[config.mk]
export PLATFORM = sky130hd
export DESIGN_NAME = stb_drain_ctrl_flat
export DESIGN_NICKNAME = d
export VERILOG_FILES = /design/src/rtl/stb_pkg.sv /design/src/rtl/stb_drain_ctrl_if.sv /design/src/rtl/stb_ack_timer.sv /design/src/rtl/stb_drain_ctrl.sv /design/src/flat_wrapper.sv
export SDC_FILE = /design/constraint.sdc
export NUM_CORES = 1
export LEC_CHECK = 0
export ABC_AREA = 0
export CAP_MARGIN = 20
export CORE_ASPECT_RATIO = 0.7
export CORE_MARGIN = 5
export CORE_UTILIZATION = 30
export CTS_CLUSTER_SIZE = 30
export DETAILED_ROUTE_END_ITERATION = 16
export HOLD_SLACK_MARGIN = 0.05
export PLACE_DENSITY = 0.64
export SYNTH_ARGS = -nofsm -noshare
export SYNTH_HDL_FRONTEND = slang
export SYNTH_SLANG_ARGS = --single-unit
[constraint.sdc]
create_clock -name clk -period 1.9 [get_ports clk]
set_input_delay 0.38 -clock clk [delete_from_list [all_inputs] [get_ports clk]]
set_output_delay 0.38 -clock clk [all_outputs]
set_load 0.05 [all_outputs]
[src/rtl/stb_pkg.sv]
// Shared types and default widths for the store-buffer drain controller.
package stb_pkg;
  localparam int STB_ADDR_WIDTH     = 32;
  localparam int STB_DATA_WIDTH     = 32;
  localparam int STB_BYTE_SEL_WIDTH = 4;

  typedef struct packed {
    logic [STB_ADDR_WIDTH-1:0]     addr;
    logic [STB_DATA_WIDTH-1:0]     wdata;
    logic [STB_BYTE_SEL_WIDTH-1:0] sel_byte;
  } stb_entry_t;

  typedef enum logic [2:0] {
    ST_IDLE   = 3'd0,
    ST_REQ    = 3'd1,
    ST_POP    = 3'd2,
    ST_SETTLE = 3'd3,
    ST_ERROR  = 3'd4
  } stb_drain_state_e;
endpackage

[src/rtl/stb_drain_ctrl_if.sv]
// Store-buffer head, dcache write port and LSU flush handshake bundled together.
interface stb_drain_ctrl_if
  import stb_pkg::*;
#(
  parameter int ADDR_WIDTH     = STB_ADDR_WIDTH,
  parameter int DATA_WIDTH     = STB_DATA_WIDTH,
  parameter int BYTE_SEL_WIDTH = STB_BYTE_SEL_WIDTH
);
  logic                      stb_empty;
  logic [ADDR_WIDTH-1:0]     stb_head_addr;
  logic [DATA_WIDTH-1:0]     stb_head_wdata;
  logic [BYTE_SEL_WIDTH-1:0] stb_head_sel_byte;
  logic                      rd_sel;
  logic                      r_en;
  logic [ADDR_WIDTH-1:0]     stb2dcache_addr;
  logic [DATA_WIDTH-1:0]     stb2dcache_wdata;
  logic [BYTE_SEL_WIDTH-1:0] stb2dcache_sel_byte;
  logic                      stb2dcache_req;
  logic                      stb2dcache_w_en;
  logic                      dcache2stb_ack;
  logic                      lsu2stb_flush_req;
  logic                      stb2lsu_flush_done;
  logic                      stb_timeout_err;

  modport master (
    input  stb_empty, stb_head_addr, stb_head_wdata, stb_head_sel_byte,
           dcache2stb_ack, lsu2stb_flush_req,
    output rd_sel, r_en, stb2dcache_addr, stb2dcache_wdata, stb2dcache_sel_byte,
           stb2dcache_req, stb2dcache_w_en, stb2lsu_flush_done, stb_timeout_err
  );

  modport slave (
    output stb_empty, stb_head_addr, stb_head_wdata, stb_head_sel_byte,
           dcache2stb_ack, lsu2stb_flush_req,
    input  rd_sel, r_en, stb2dcache_addr, stb2dcache_wdata, stb2dcache_sel_byte,
           stb2dcache_req, stb2dcache_w_en, stb2lsu_flush_done, stb_timeout_err
  );
endinterface

[src/rtl/stb_ack_timer.sv]
// Counts REQ cycles without an acknowledge; expired marks the last allowed cycle.
module stb_ack_timer #(
  parameter int ACK_TIMEOUT = 16
) (
  input  logic clk,
  input  logic rst,
  input  logic clear,
  input  logic tick,
  output logic expired
);
  localparam int CW = $clog2(ACK_TIMEOUT + 1);

  logic [CW-1:0] cnt;

  always_ff @(posedge clk) begin
    if (rst || clear) cnt <= '0;
    else if (tick)    cnt <= cnt + 1'b1;
  end

  assign expired = (cnt == CW'(ACK_TIMEOUT - 1));
endmodule

[src/rtl/stb_drain_ctrl.sv]
// Drains the store buffer head to the dcache one entry at a time, with ack
// timeout and fence/flush completion signalling.
module stb_drain_ctrl
  import stb_pkg::*;
#(
  parameter int ADDR_WIDTH     = STB_ADDR_WIDTH,
  parameter int DATA_WIDTH     = STB_DATA_WIDTH,
  parameter int BYTE_SEL_WIDTH = STB_BYTE_SEL_WIDTH,
  parameter int ACK_TIMEOUT    = 16
) (
  input logic              clk,
  input logic              rst,
  stb_drain_ctrl_if.master bus
);
  localparam logic [2:0] IDLE   = 3'(ST_IDLE);
  localparam logic [2:0] REQ    = 3'(ST_REQ);
  localparam logic [2:0] POP    = 3'(ST_POP);
  localparam logic [2:0] SETTLE = 3'(ST_SETTLE);
  localparam logic [2:0] ERROR  = 3'(ST_ERROR);

  logic [2:0]                state, state_nxt;
  logic                      capture, ack_acc, timer_tick, timer_exp;
  logic                      flush_pending, flush_fire, done_q;
  logic [ADDR_WIDTH-1:0]     addr_q;
  logic [DATA_WIDTH-1:0]     wdata_q;
  logic [BYTE_SEL_WIDTH-1:0] sel_q;

  assign capture    = (state == IDLE) && !bus.stb_empty;
  assign ack_acc    = (state == REQ) && bus.dcache2stb_ack;
  assign timer_tick = (state == REQ) && !bus.dcache2stb_ack;

  always_comb begin
    state_nxt = state;
    case (state)
      IDLE:    if (!bus.stb_empty) state_nxt = REQ;
      REQ:     if (ack_acc)        state_nxt = POP;
               else if (timer_exp) state_nxt = ERROR;
      POP:     state_nxt = SETTLE;
      // SETTLE lets the buffer's registered empty flag catch up with the pop
      SETTLE:  state_nxt = IDLE;
      ERROR:   state_nxt = ERROR;
      default: state_nxt = IDLE;
    endcase
  end

  always_ff @(posedge clk) begin
    if (rst) state <= IDLE;
    else     state <= state_nxt;
  end

  always_ff @(posedge clk) begin
    if (rst) begin
      addr_q  <= '0;
      wdata_q <= '0;
      sel_q   <= '0;
    end else if (capture) begin
      addr_q  <= bus.stb_head_addr;
      wdata_q <= bus.stb_head_wdata;
      sel_q   <= bus.stb_head_sel_byte;
    end
  end

  stb_ack_timer #(.ACK_TIMEOUT(ACK_TIMEOUT)) u_ack_timer (
    .clk     (clk),
    .rst     (rst),
    .clear   (capture),
    .tick    (timer_tick),
    .expired (timer_exp)
  );

  // A request seen this cycle counts immediately so an already-idle flush completes next cycle
  assign flush_fire = (state == IDLE) && bus.stb_empty &&
                      (flush_pending || bus.lsu2stb_flush_req);

  always_ff @(posedge clk) begin
    if (rst) begin
      flush_pending <= 1'b0;
      done_q        <= 1'b0;
    end else begin
      done_q <= flush_fire;
      if (flush_fire)                 flush_pending <= 1'b0;
      else if (bus.lsu2stb_flush_req) flush_pending <= 1'b1;
    end
  end

  assign bus.rd_sel              = capture && !rst;
  assign bus.r_en                = (state == POP);
  assign bus.stb2dcache_req      = (state == REQ);
  assign bus.stb2dcache_w_en     = (state == REQ);
  assign bus.stb2dcache_addr     = addr_q;
  assign bus.stb2dcache_wdata    = wdata_q;
  assign bus.stb2dcache_sel_byte = sel_q;
  assign bus.stb2lsu_flush_done  = done_q;
  assign bus.stb_timeout_err     = (state == ERROR);
endmodule

[src/flat_wrapper.sv]
// flat-port wrapper written by rule: the top's interface ports become plain ports
module stb_drain_ctrl_flat import stb_pkg::*;
#(
  parameter int ADDR_WIDTH     = STB_ADDR_WIDTH,
  parameter int DATA_WIDTH     = STB_DATA_WIDTH,
  parameter int BYTE_SEL_WIDTH = STB_BYTE_SEL_WIDTH,
  parameter int ACK_TIMEOUT    = 16
)
  (clk, rst, bus_stb_empty, bus_stb_head_addr, bus_stb_head_wdata, bus_stb_head_sel_byte, bus_dcache2stb_ack, bus_lsu2stb_flush_req, bus_rd_sel, bus_r_en, bus_stb2dcache_addr, bus_stb2dcache_wdata, bus_stb2dcache_sel_byte, bus_stb2dcache_req, bus_stb2dcache_w_en, bus_stb2lsu_flush_done, bus_stb_timeout_err);
  stb_drain_ctrl_if #(.ADDR_WIDTH(ADDR_WIDTH), .DATA_WIDTH(DATA_WIDTH), .BYTE_SEL_WIDTH(BYTE_SEL_WIDTH)) bus_i ();
  input logic clk;
  input logic rst;
  input wire logic [$bits(bus_i.stb_empty)-1:0] bus_stb_empty;
  input wire logic [$bits(bus_i.stb_head_addr)-1:0] bus_stb_head_addr;
  input wire logic [$bits(bus_i.stb_head_wdata)-1:0] bus_stb_head_wdata;
  input wire logic [$bits(bus_i.stb_head_sel_byte)-1:0] bus_stb_head_sel_byte;
  input wire logic [$bits(bus_i.dcache2stb_ack)-1:0] bus_dcache2stb_ack;
  input wire logic [$bits(bus_i.lsu2stb_flush_req)-1:0] bus_lsu2stb_flush_req;
  output wire logic [$bits(bus_i.rd_sel)-1:0] bus_rd_sel;
  output wire logic [$bits(bus_i.r_en)-1:0] bus_r_en;
  output wire logic [$bits(bus_i.stb2dcache_addr)-1:0] bus_stb2dcache_addr;
  output wire logic [$bits(bus_i.stb2dcache_wdata)-1:0] bus_stb2dcache_wdata;
  output wire logic [$bits(bus_i.stb2dcache_sel_byte)-1:0] bus_stb2dcache_sel_byte;
  output wire logic [$bits(bus_i.stb2dcache_req)-1:0] bus_stb2dcache_req;
  output wire logic [$bits(bus_i.stb2dcache_w_en)-1:0] bus_stb2dcache_w_en;
  output wire logic [$bits(bus_i.stb2lsu_flush_done)-1:0] bus_stb2lsu_flush_done;
  output wire logic [$bits(bus_i.stb_timeout_err)-1:0] bus_stb_timeout_err;
  assign bus_i.stb_empty = bus_stb_empty;
  assign bus_i.stb_head_addr = bus_stb_head_addr;
  assign bus_i.stb_head_wdata = bus_stb_head_wdata;
  assign bus_i.stb_head_sel_byte = bus_stb_head_sel_byte;
  assign bus_i.dcache2stb_ack = bus_dcache2stb_ack;
  assign bus_i.lsu2stb_flush_req = bus_lsu2stb_flush_req;
  assign bus_rd_sel = bus_i.rd_sel;
  assign bus_r_en = bus_i.r_en;
  assign bus_stb2dcache_addr = bus_i.stb2dcache_addr;
  assign bus_stb2dcache_wdata = bus_i.stb2dcache_wdata;
  assign bus_stb2dcache_sel_byte = bus_i.stb2dcache_sel_byte;
  assign bus_stb2dcache_req = bus_i.stb2dcache_req;
  assign bus_stb2dcache_w_en = bus_i.stb2dcache_w_en;
  assign bus_stb2lsu_flush_done = bus_i.stb2lsu_flush_done;
  assign bus_stb_timeout_err = bus_i.stb_timeout_err;
  stb_drain_ctrl #(.ADDR_WIDTH(ADDR_WIDTH), .DATA_WIDTH(DATA_WIDTH), .BYTE_SEL_WIDTH(BYTE_SEL_WIDTH), .ACK_TIMEOUT(ACK_TIMEOUT)) u_core (.clk(clk), .rst(rst), .bus(bus_i));
endmodule
# Yosys cells after proc, flatten, opt, wreduce, memory -nomap -nowiden
# Cells that the tools add are included.
dict set report totals {
  elab_cells 32
  reg_bits 78
}
dict set report op_classes {
  reduce_logical 14
  mux 4
  n_addsub 1
  eq_ne 6
}
# operator count
set ops {}
lappend ops {{one-hot mux 3 bit (4 select lines)} 1}
lappend ops {{2-to-1 mux 3 bit} 3}
lappend ops {{logical AND 1 bit} 6}
lappend ops {{adder 5 x 1 -> 5 bit (second input constant)} 1}
lappend ops {{equality test 5 x 4 -> 1 bit (second input constant)} 1}
lappend ops {{equality test 3 x 1 -> 1 bit (second input constant)} 1}
lappend ops {{equality test 3 x 2 -> 1 bit (second input constant)} 1}
lappend ops {{equality test 3 bit (second input constant)} 1}
lappend ops {{logical NOT 1 bit} 3}
lappend ops {{logical NOT 3 bit} 1}
lappend ops {{inequality test 3 x 1 -> 1 bit (second input constant)} 1}
lappend ops {{logical OR 1 bit} 2}
lappend ops {{inequality test 2 bit (second input constant)} 1}
lappend ops {{AND reduction 2 bit} 1}
lappend ops {{OR reduction 2 bit} 1}

# Depth between registers and ports, before layout
# Gate-level depths: netlist of the first run.
dict set report logic_depth {
  ltp_word 4
  depth_mapped 7
  ltp_nobuf 5
}

# Cells and area by module
# From an unflattened synthesis of the first run, not the netlist that was laid out.
dict set report unflattened {
  hier_cells 351
  hier_area_um2 2850.2
}
# module area_each_um2 cells_per_inst seq_area_each_um2 n_inst
set by_module_without_submodules {}
lappend by_module_without_submodules {stb_drain_ctrl 2592.5 327 1461.4 1}
lappend by_module_without_submodules {stb_ack_timer 257.7 24 100.1 1}

# Least setup slack after synthesis of the first run
# No wires, ideal clock.
dict set report synth_path {
  kind {flip-flop to output port}
  start {register u_core.state[0]}
  end {output bus_rd_sel}
  path_slack_ps -411
  t_required_ps 1520
  arrival_time_ps 1931
  path_stages_with_launch 6
  path_buffers 3
  cell_sequence {dfxtp_1 > buf_2 > or4_1 > buf_2 > clkbuf_1 > nor2_1}
}
dict set report synth_between {
  elab_chain_cells 3
}
# item line_no
set synth_lines {}
lappend synth_lines {{from (decl)} stb_drain_ctrl.sv:21} ;# logic [2:0] state, state_nxt;
lappend synth_lines {{from (signal assigned)} stb_drain_ctrl.sv:48} ;# else state <= state_nxt;
lappend synth_lines {{logical NOT 3 bit} stb_drain_ctrl.sv:28} ;# assign capture = (state == IDLE) && !bus.stb_empty;
lappend synth_lines {{logical AND 1 bit} stb_drain_ctrl.sv:28}
lappend synth_lines {{logical AND 1 bit} stb_drain_ctrl.sv:86} ;# assign bus.rd_sel = capture && !rst;
lappend synth_lines {{to (decl)} flat_wrapper.sv:19} ;# output wire logic [$bits(bus_i.rd_sel)-1:0] bus_rd_sel;
# No other way between the ends.

# Worst setup path in the final report of the first run
dict set report layout_path {
  start {register u_core.state[2]}
  end {output bus_rd_sel}
}
# Same word-level chain as after synthesis.

==> impl_metrics.ini, run 1 <==
[logic_synthesis]
number_of_instances_in_the_synthesized_netlist = 351
combinational_family_with_the_most_area_after_synthesis = simple AND/OR/NAND/NOR gates
synth.net_count = 426
yosys.area_share.xor_xnor_pct = 0.309
synth-async-reset-ratio_pct = 0
synth_area_per_cell_sq_um = 8.08
ys_types = 28
ys_seq_area_share_pct = 55.1
synth_compound_gate_area_share_pct = 13.9
synth.ff_latch_count = 78
yosys.area_share.simple_pct = 23.9
ys.flop_type = dfxtp_1
synthMuxAreaShare_pct = 0.353
synthDominantAreaCellType = dfxtp_1
synth_fa_ha_area_share_pct = 0.882
area_share_of_the_largest_cell_type_after_synthesis_pct = 55.1
largest_cells_by_area_after_synthesis = dfxtp_1 (55%), nand2_1 (18%), a21oi_1 (13%)
netlist_area_sq_um = 2840
synth_edf_count = 0
yosysWarnings = 0

[clocking]
ctsLongestPathBuffers = 2
tritoncts_num_sinks = 78
holdBufCountCts = 0
cts_made_buffers = 9
cts_setup_buffers = 0
later_pin_clock_latency_in_the_skew_report_ns = 0.33
tritoncts_clock_tree = yes
clock_tree.htree_level_count = 3
cts.reportedPaths.clkPinSlew_ns = 0.06
ctsRootBufferMaster = clkbuf_16

[global_routing]
grt_pass1_vias = 2681
grt_start_max_net_pins = 41
gr-total-overflow = 0
global_route_wire_length_before_repair_mm = 13.3
overall_track_demand_over_capacity_in_global_routing_pct = 14.0
initial_antenna_violation_count = 0

[finish]
antenna_cells_inserted = 0
final_layout_size_suffix_gt1_share_pct = 13.1
final_net_count = 567
final.fill_count = 880
layout.cells.most_common = nand2_1
area_growth_pct = 66.4
leading_cell_types_in_the_layout_fill_and_taps_excluded = nand2_1 (138), clkdlybuf4s50_1 (104), dfxtp_1 (78)
stdcell_area_sq_um = 4720

[route]
drt-pass1-iter-count = 4
postRouteAntennaNets = 0
drc = 0
drt-initial-drc-count = 123
detail_route.wl_per_cell_um = 13.2
post_drt_via_cell_ratio = 4.39
route.vias.total = 2725
route.final.wire_length_mm = 8.22

[worst_setup_path]
critPathLaunchType = flip-flop
worstPathRequired_ns = 1.52
crit-reg2reg-launch = u_core.state[2]
critical_path_arrival_ns = 1.49
max_stage_delay_ns = 0.57
crit_slowest_cell = or4_4
ff2ff_setup_slack_ns = 0.23
ff2ff_path_depth = 4
timing.critical_path.to_type = output port
crit_chain = or4_4 > nor2_4 > buf_12
crit_path_max_fanout = 3
worstSetupPathType = reg -> out
crit-reg2reg-capture = u_core.u_ack_timer.cnt[3]

[run]
drv.max_cap_violation_count = 0

[timing]
finalWorstPathRequiredPeriod_ns = 1.87
setup-violations-final = 0
slew_headroom_pct = 64.5
max_freq_ghz = 0.536
final_number_of_hold_violating_endpoints = 0
fin_worst_skew_ns = 0.00682
setup_total_neg_slack_ns = 0
drv_slew = 0
layout_worst_path_cycle_share_pct = 98.2
rsz0062_at_grt = yes
tightestPinTransition_ns = 0.532

[power]
vdd_ir_drop_max_mv = 0.375
totalPowerFinal_mw = 4.39
power_per_cell_area_nw_per_um2 = 929
cellLeakagePower_nw = 1.97

[outcome]
outcome = finished, final reports clean

[hold_path]
worst_hold_startpoint = rst
worstHoldPathCells = 2
hold_path.class = in -> reg
hold-path-endpoint = u_core.state[2]

[die]
core_region_area_sq_um = 9140
fp-row-count = 29
design.die.area_sq_um = 11500
initial_utilization_pct = 31.0
dieHeight_um = 91.4
chipWidth_um = 126
ios = 147

[place]
gp_congestion = 0.755
placement.io_buffers = 146
placedInstanceArea_sq_um = 4430
place_hpwl_mm = 6.05
worst max-delay path by stage:
stage               startpoint                        end
3_3_place_gp     bus_stb_empty  u_core.u_ack_timer.cnt[0]
6_report       u_core.state[2]                 bus_rd_sel
5_1_grt        u_core.state[2]                 bus_rd_sel
3_5_place_dp     bus_stb_empty  u_core.u_ack_timer.cnt[3]
4_1_cts        u_core.state[2]                 bus_rd_sel
2_1_floorplan  u_core.state[0]                 bus_rd_sel
cell usage after synthesis, drive strengths merged (2+ instances only):
| cell | count |
|---|---|
| nor3b | 2 |
| clkbuf | 16 |
| nand2 | 138 |
| nand2b | 2 |
| nor2b | 2 |
| o21ai | 2 |
| dfxtp | 78 |
| a21oi | 72 |
| ha | 2 |
| nor2 | 6 |
| buf | 11 |
| inv | 3 |
| or3 | 2 |
| nor3 | 3 |
| nor4b | 2 |
power by group:
group / internal (mW) / switching, mW / leakage, nW
Sequential: 1.74 / 0.0530 / 0.640
Combinational: 0.412 / 0.650 / 1.20
Clock: 0.879 / 0.648 / 0.128
Total: 3.03 / 1.35 / 1.97
logic make-up after synthesis:
family / Yosys count
AO/OA/AOI/OAI: 77
XOR/XNOR: 1
adder cells (fa/ha/maj): 2
buffers and inverters: 30
flip-flops: 78
multiplexers: 1
AND/OR/NAND/NOR: 162
routing by layer:
metal / global-route usage (%) / wire length, um
met5: 0 / 0
met4: 3.30 / 114
met3: 5.75 / 578
met2: 22.5 / 3760
met1: 17.6 / 3770
critical path: cells and delay by family, from the launching register on:
kind / cells / cell delay, ns
AND/OR/NAND/NOR: 2 / 0.70
buffers and inverters: 1 / 0.15
flip-flops: 1 / 0.31
flip-flops by register name, indices dropped and copies added, names as in the netlist:
name	cells
u_core.bus.stb2dcache_addr	32
u_core.bus.stb2dcache_wdata	32
u_core.u_ack_timer.cnt	5
u_core.bus.stb2dcache_sel_byte	4
u_core.state	3
u_core.bus.stb2lsu_flush_done	1
u_core.flush_pending	1
stage by stage:
stage / setup slack [ns] / hold slack [ns] / util [%] / std cells
2_1_floorplan: -0.0658 / 0.454 / - / 351
3_3_place_gp: -0.238 / 0.442 / 48.4 / 605
3_5_place_dp: -0.292 / 0.447 / 48.4 / 605
4_1_cts: -0.00703 / 0.348 / 51.3 / 621
5_1_grt: -0.00962 / 0.357 / 51.6 / 621
6_report: 0.0335 / 0.347 / 51.6 / 621
final cells by class:
class	count	area (sq um)	area share (%)
repair buffers	157	1580	33.4
flip-flops and latches	78	1560	33.1
multi-input cells	243	1150	24.3
clock buffers	10	229	4.85
well taps	124	155	3.29
clock inverters	6	38.8	0.822
inverters	3	11.3	0.239
repair_timing:
action,in CTS,in global routing
gates resized for setup,2,10
endpoints found under the setup margin,1,11
pin swaps,2,1
hold endpoints to repair,0,0
No activity file was read; power rests on OpenSTA's default activity.
==> run 2, diff against run 1 <==
Settings changed: CTS_CLUSTER_SIZE 30 to 24, PLACE_DENSITY 0.64 to 0.75, REMOVE_ABC_BUFFERS set to 1.
==> impl_metrics.ini, run 2 (synthesized netlist as in run 1, its figures left out) <==
[outcome]
outcome = finished, final reports clean

[power]
power_frac_comb_pct = 23.6
cellLeakagePower_nw = 2.02
p_sw_share_pct = 29.3
internal_power_mw = 3.20
p_seq_share_pct = 39.7
power_per_cell_area_nw_per_um2 = 946
p_sw_mw = 1.33
vdd_ir_drop_max_mv = 0.566
clkPwrFrac_pct = 36.7

[clocking]
tritoncts_clock_tree = yes
ctsRootBufferMaster = clkbuf_16
cts_made_buffers = 9
ctsLongestPathBuffers = 2
tritoncts_num_sinks = 78
cts.reportedPaths.clkPinSlew_ns = 0.06
clock_tree.htree_level_count = 3
holdBufCountCts = 0
cts_setup_buffers = 0
later_pin_clock_latency_in_the_skew_report_ns = 0.32

[finish]
final_layout_size_suffix_gt1_share_pct = 10.9
final.fill_count = 870
multi_input_area_sq_um = 1140
antenna_cells_inserted = 0
area_growth_pct = 68.8
final_net_count = 568
seq_area_sq_um = 1560
leading_cell_types_in_the_layout_fill_and_taps_excluded = nand2_1 (138), clkdlybuf4s50_1 (110), dfxtp_1 (78)
layout.cells.most_common = nand2_1

[place]
placement.io_buffers = 146
place_hpwl_mm = 5.94
gp_congestion = 0.807
post-place-ws_ns = -0.290

[hold_path]
hold_path.class = reg -> reg

[worst_setup_path]
critical_path_arrival_ns = 1.51
worstSetupPathType = reg -> out
crit_path_max_fanout = 2
worstPathRequired_ns = 1.52
critPathLaunchType = flip-flop
timing.critical_path.to_type = output port

[global_routing]
global_route_wire_length_before_repair_mm = 13.4
grt_pass1_vias = 2827
gr-total-overflow = 0
grt_start_max_net_pins = 74
initial_antenna_violation_count = 0
overall_track_demand_over_capacity_in_global_routing_pct = 14.2

[timing]
setup-violations-final = 0
finalWorstPathRequiredPeriod_ns = 1.89
max_freq_ghz = 0.529
tightestPinTransition_ns = 0.536
rsz0062_at_grt = yes
setup_total_neg_slack_ns = 0
layout_worst_path_cycle_share_pct = 99.4
fin_worst_skew_ns = 0.00488
slack_of_the_critical_path_ns = 0.0108
final_number_of_hold_violating_endpoints = 0
fin_hold_ws_ns = 0.453
drv_slew = 0
slew_headroom_pct = 63.7

[die]
fp-row-count = 29
design.die.area_sq_um = 11500
ios = 147
initial_utilization_pct = 31.0
core_region_area_sq_um = 9140
chipWidth_um = 126
dieHeight_um = 91.4

[route]
detail_route.wl_per_cell_um = 13.5
route.final.wire_length_mm = 8.37
drt-initial-drc-count = 127
drc = 0
route.vias.total = 2853
drt-pass1-iter-count = 4
post_drt_via_cell_ratio = 4.59
postRouteAntennaNets = 0

[run]
drv.max_cap_violation_count = 0
==> run 2: worst paths after layout <==
check | startpoint | to | slack [ns] | cells after the start
min | u_core.bus.stb2dcache_wdata[30] | u_core.bus.stb2dcache_wdata[30] | 0.45 | 2
max | u_core.state[2] | bus_rd_sel | 0.01 | 3
max reg2reg | u_core.state[2] | u_core.bus.stb2dcache_wdata[18] | 0.26 | 5
min reg2reg | u_core.bus.stb2dcache_wdata[30] | u_core.bus.stb2dcache_wdata[30] | 0.45 | 2
==> run 2: final cells by class <==
class,instances,share of cell area (%)
repair buffers,158,34.0
inverters,3,0.235
well taps,124,3.24
multi-input cells,243,23.9
flip-flops and latches,78,32.6
clock buffers,11,5.07
clock inverters,4,0.993
==> run 2: repair_timing <==
item / CTS / global route
endpoints found under the hold margin: 0 / 0
endpoints found under the setup margin: 2 / 17
resized for setup: 5 / 15
pin swaps: 2 / 0
==> run 2: per-layer routing <==
metal	part of all wire [%]	vias up	global-route usage [%]
met3	12	13	7.92
met1	42	1307	17.0
li1	-	1420	-
met5	0	-	0
met4	1.7	0	5.00
met2	44	113	21.7
==> run 2: through the flow <==
step                      utilization, %  instance area [sq um]  total power, mW  std cells
after global placement              48.7                   4450             2.89        606
after global routing                52.4                   4790             4.74        621
after floorplan                        -                   2690             2.41        324
final                               52.4                   4790             4.53        621
after CTS                           51.9                   4750             4.61        621
after detailed placement            48.7                   4450             2.91        606
==> run 2: power by group through the flow <==
stage | clock (mW) | combinational [mW] | sequential [mW]
after floorplan | 0 | 0.233 | 2.18
after detailed placement | 0 | 1.08 | 1.83
after global routing | 1.79 | 1.14 | 1.81
after CTS | 1.73 | 1.08 | 1.80
final | 1.66 | 1.07 | 1.80
after global placement | 0 | 1.07 | 1.83
==> run 2: critical path, cell delays in order (launching register included) <==
cell and delay, ns:
dfxtp_1 0.31, or4_4 0.58, nor2_4 0.15, buf_12 0.14
==> RTL edit (flow settings as in run 1) <==
Set the package constant `STB_ADDR_WIDTH` to 40 (it was 32).
--- a/src/rtl/stb_pkg.sv
+++ b/src/rtl/stb_pkg.sv
@@ -1,6 +1,6 @@
 // Shared types and default widths for the store-buffer drain controller.
 package stb_pkg;
-  localparam int STB_ADDR_WIDTH     = 32;
+  localparam int STB_ADDR_WIDTH     = 40;
   localparam int STB_DATA_WIDTH     = 32;
   localparam int STB_BYTE_SEL_WIDTH = 4;
 
Interface: changed (resized bus_stb2dcache_addr and bus_stb_head_addr); port bits go from 147 to 163. No check against the original RTL was run, so the function may have changed too.
==> RTL edit against run 1 <==
Sequential cell count up 8; design area grew 11%; first-iteration DRC count rose by 4.1%; wire length rose by 13%; area after synthesis increased by 10%; core utilization down 0.45 points; worst setup slack about the same; total power increased by 12%; via count increased by 12%; critical path depth is the same; sequential power grew 10%; register-to-register slack improved by 0.07 ns; clock skew shrank 0.0033 ns.
==> RTL edit: results (changes against run 1) <==
status=finished, final reports clean; first-pass GRT wire length=15200 um (+15%); met3 WL post-DR=822 um (+42%); Comb pwr share=24.0% (-0.2 points); Fillers=988 (+12%); number of DRC markers in iteration 0=128 (+4.1%); final HPWL from detailed placement=6820 um (+13%); Routed WL per cell=13.7 um (+3.4%); Leak=2.43 nW (+23%); pre-CTS setup slack=-0.226 ns (+0.0659 ns); post-route insts no fill=681 (+9.7%); global placement routability congestion=0.773 (+2.3%); PD cells=936 mW/mm^2 (+0.74%); layout cells sized above 1=13.7% (+0.58 points); r2r setup slk=0.30 ns (+0.07 ns); mux cell area share after synthesis=0.321% (-0.032 points); CP Launch Point=u_core.state[1]; Seq group=1.98 mW (+10%); hold depth=2 (unchanged); Mapped Nets=469 (+10%); Adder-Cell Fraction of Synth Area=0.802% (-0.080 points); max frequency=536 MHz (about the same); GRT Util Overall=14.8% (+0.88 points); Peak supply drop=0.000493 V (+31%); final setup skew=0.00354 ns (-0.00328 ns); largest net degree at the start of global routing=48 (+17%); Worst slew margin=64.3% (-0.17 points); number of port buffers=162 (+11%); Syn Area/Cell=8.08 um^2 (about the same); switching portion of total power=29.5% (-1.3 points); met2 WL=4250 um (+13%); Synth Area in Compound Gates=14.0% (+0.020 points); final net count=627 (+11%); Area contributors post-synth=dfxtp_1 55%, nand2_1 19%, a21oi_1 13%; Seq/Total Area, Yosys=55.2% (+0.14 points); via count=3054 (+12%); Placed Cells=665 (+9.9%); XOR/XNOR share of the synthesized area=0.281% (-0.028 points); ant diodes=0 (unchanged); Post-synth top cells=154 x nand2_1, 86 x dfxtp_1, 80 x a21oi_1; Post-Route M1 WL=4090 um (+8.5%)
[RTL edit: changes by cell type after synthesis]
cell / change
buf_2: +3
dfxtp_1: +8
buf_6: +2
a21oi_1: +8
nand2_1: +16
buf_4: -2
[RTL edit: worst min path at each step]
stage / startpoint / endpoint / slack (ns)
finish: rst / u_core.bus.stb2dcache_addr[8] / 0.37
global route: rst / u_core.bus.stb2dcache_addr[8] / 0.39
CTS: rst / u_core.bus.stb2dcache_addr[13] / 0.35
detailed placement: u_core.bus.stb2dcache_wdata[30] / u_core.bus.stb2dcache_wdata[30] / 0.45
global placement: u_core.bus.stb2dcache_addr[29] / u_core.bus.stb2dcache_addr[29] / 0.44
floorplan: u_core.u_ack_timer.cnt[1] / u_core.u_ack_timer.cnt[1] / 0.45
[RTL edit: layout make-up]
class / count / share of cell area, %
clock buffers: 12 / 4.90
repair buffers: 177 / 34.2
well taps: 132 / 3.15
inverters: 3 / 0.215
clock inverters: 4 / 0.860
multi-input cells: 267 / 23.8
flip-flops and latches: 86 / 32.9
[RTL edit: metrics by stage]
| step | cell area [um^2] | hold slack, ns |
|---|---|---|
| 5_1_grt | 5240 | 0.392 |
| 3_5_place_dp | 4870 | 0.446 |
| 6_report | 5240 | 0.372 |
| 4_1_cts | 5170 | 0.354 |
| 2_1_floorplan | 3140 | 0.454 |
| 3_3_place_gp | 4870 | 0.441 |
[RTL edit: repair_timing]
action                                  4_1_cts  5_1_grt
pin swaps                                     2        2
gates resized for setup                       3       26
hold buffers                                  0        0
endpoints found under the setup margin        2       26
endpoints found under the hold margin         0        0
cloned                                        0        0
[RTL edit: layer usage]
layer	GRT usage (%)	vias up
met1	18.5	1375
li1	-	1569
met2	22.5	95
met4	5.82	0
met3	6.80	15
met5	0	-
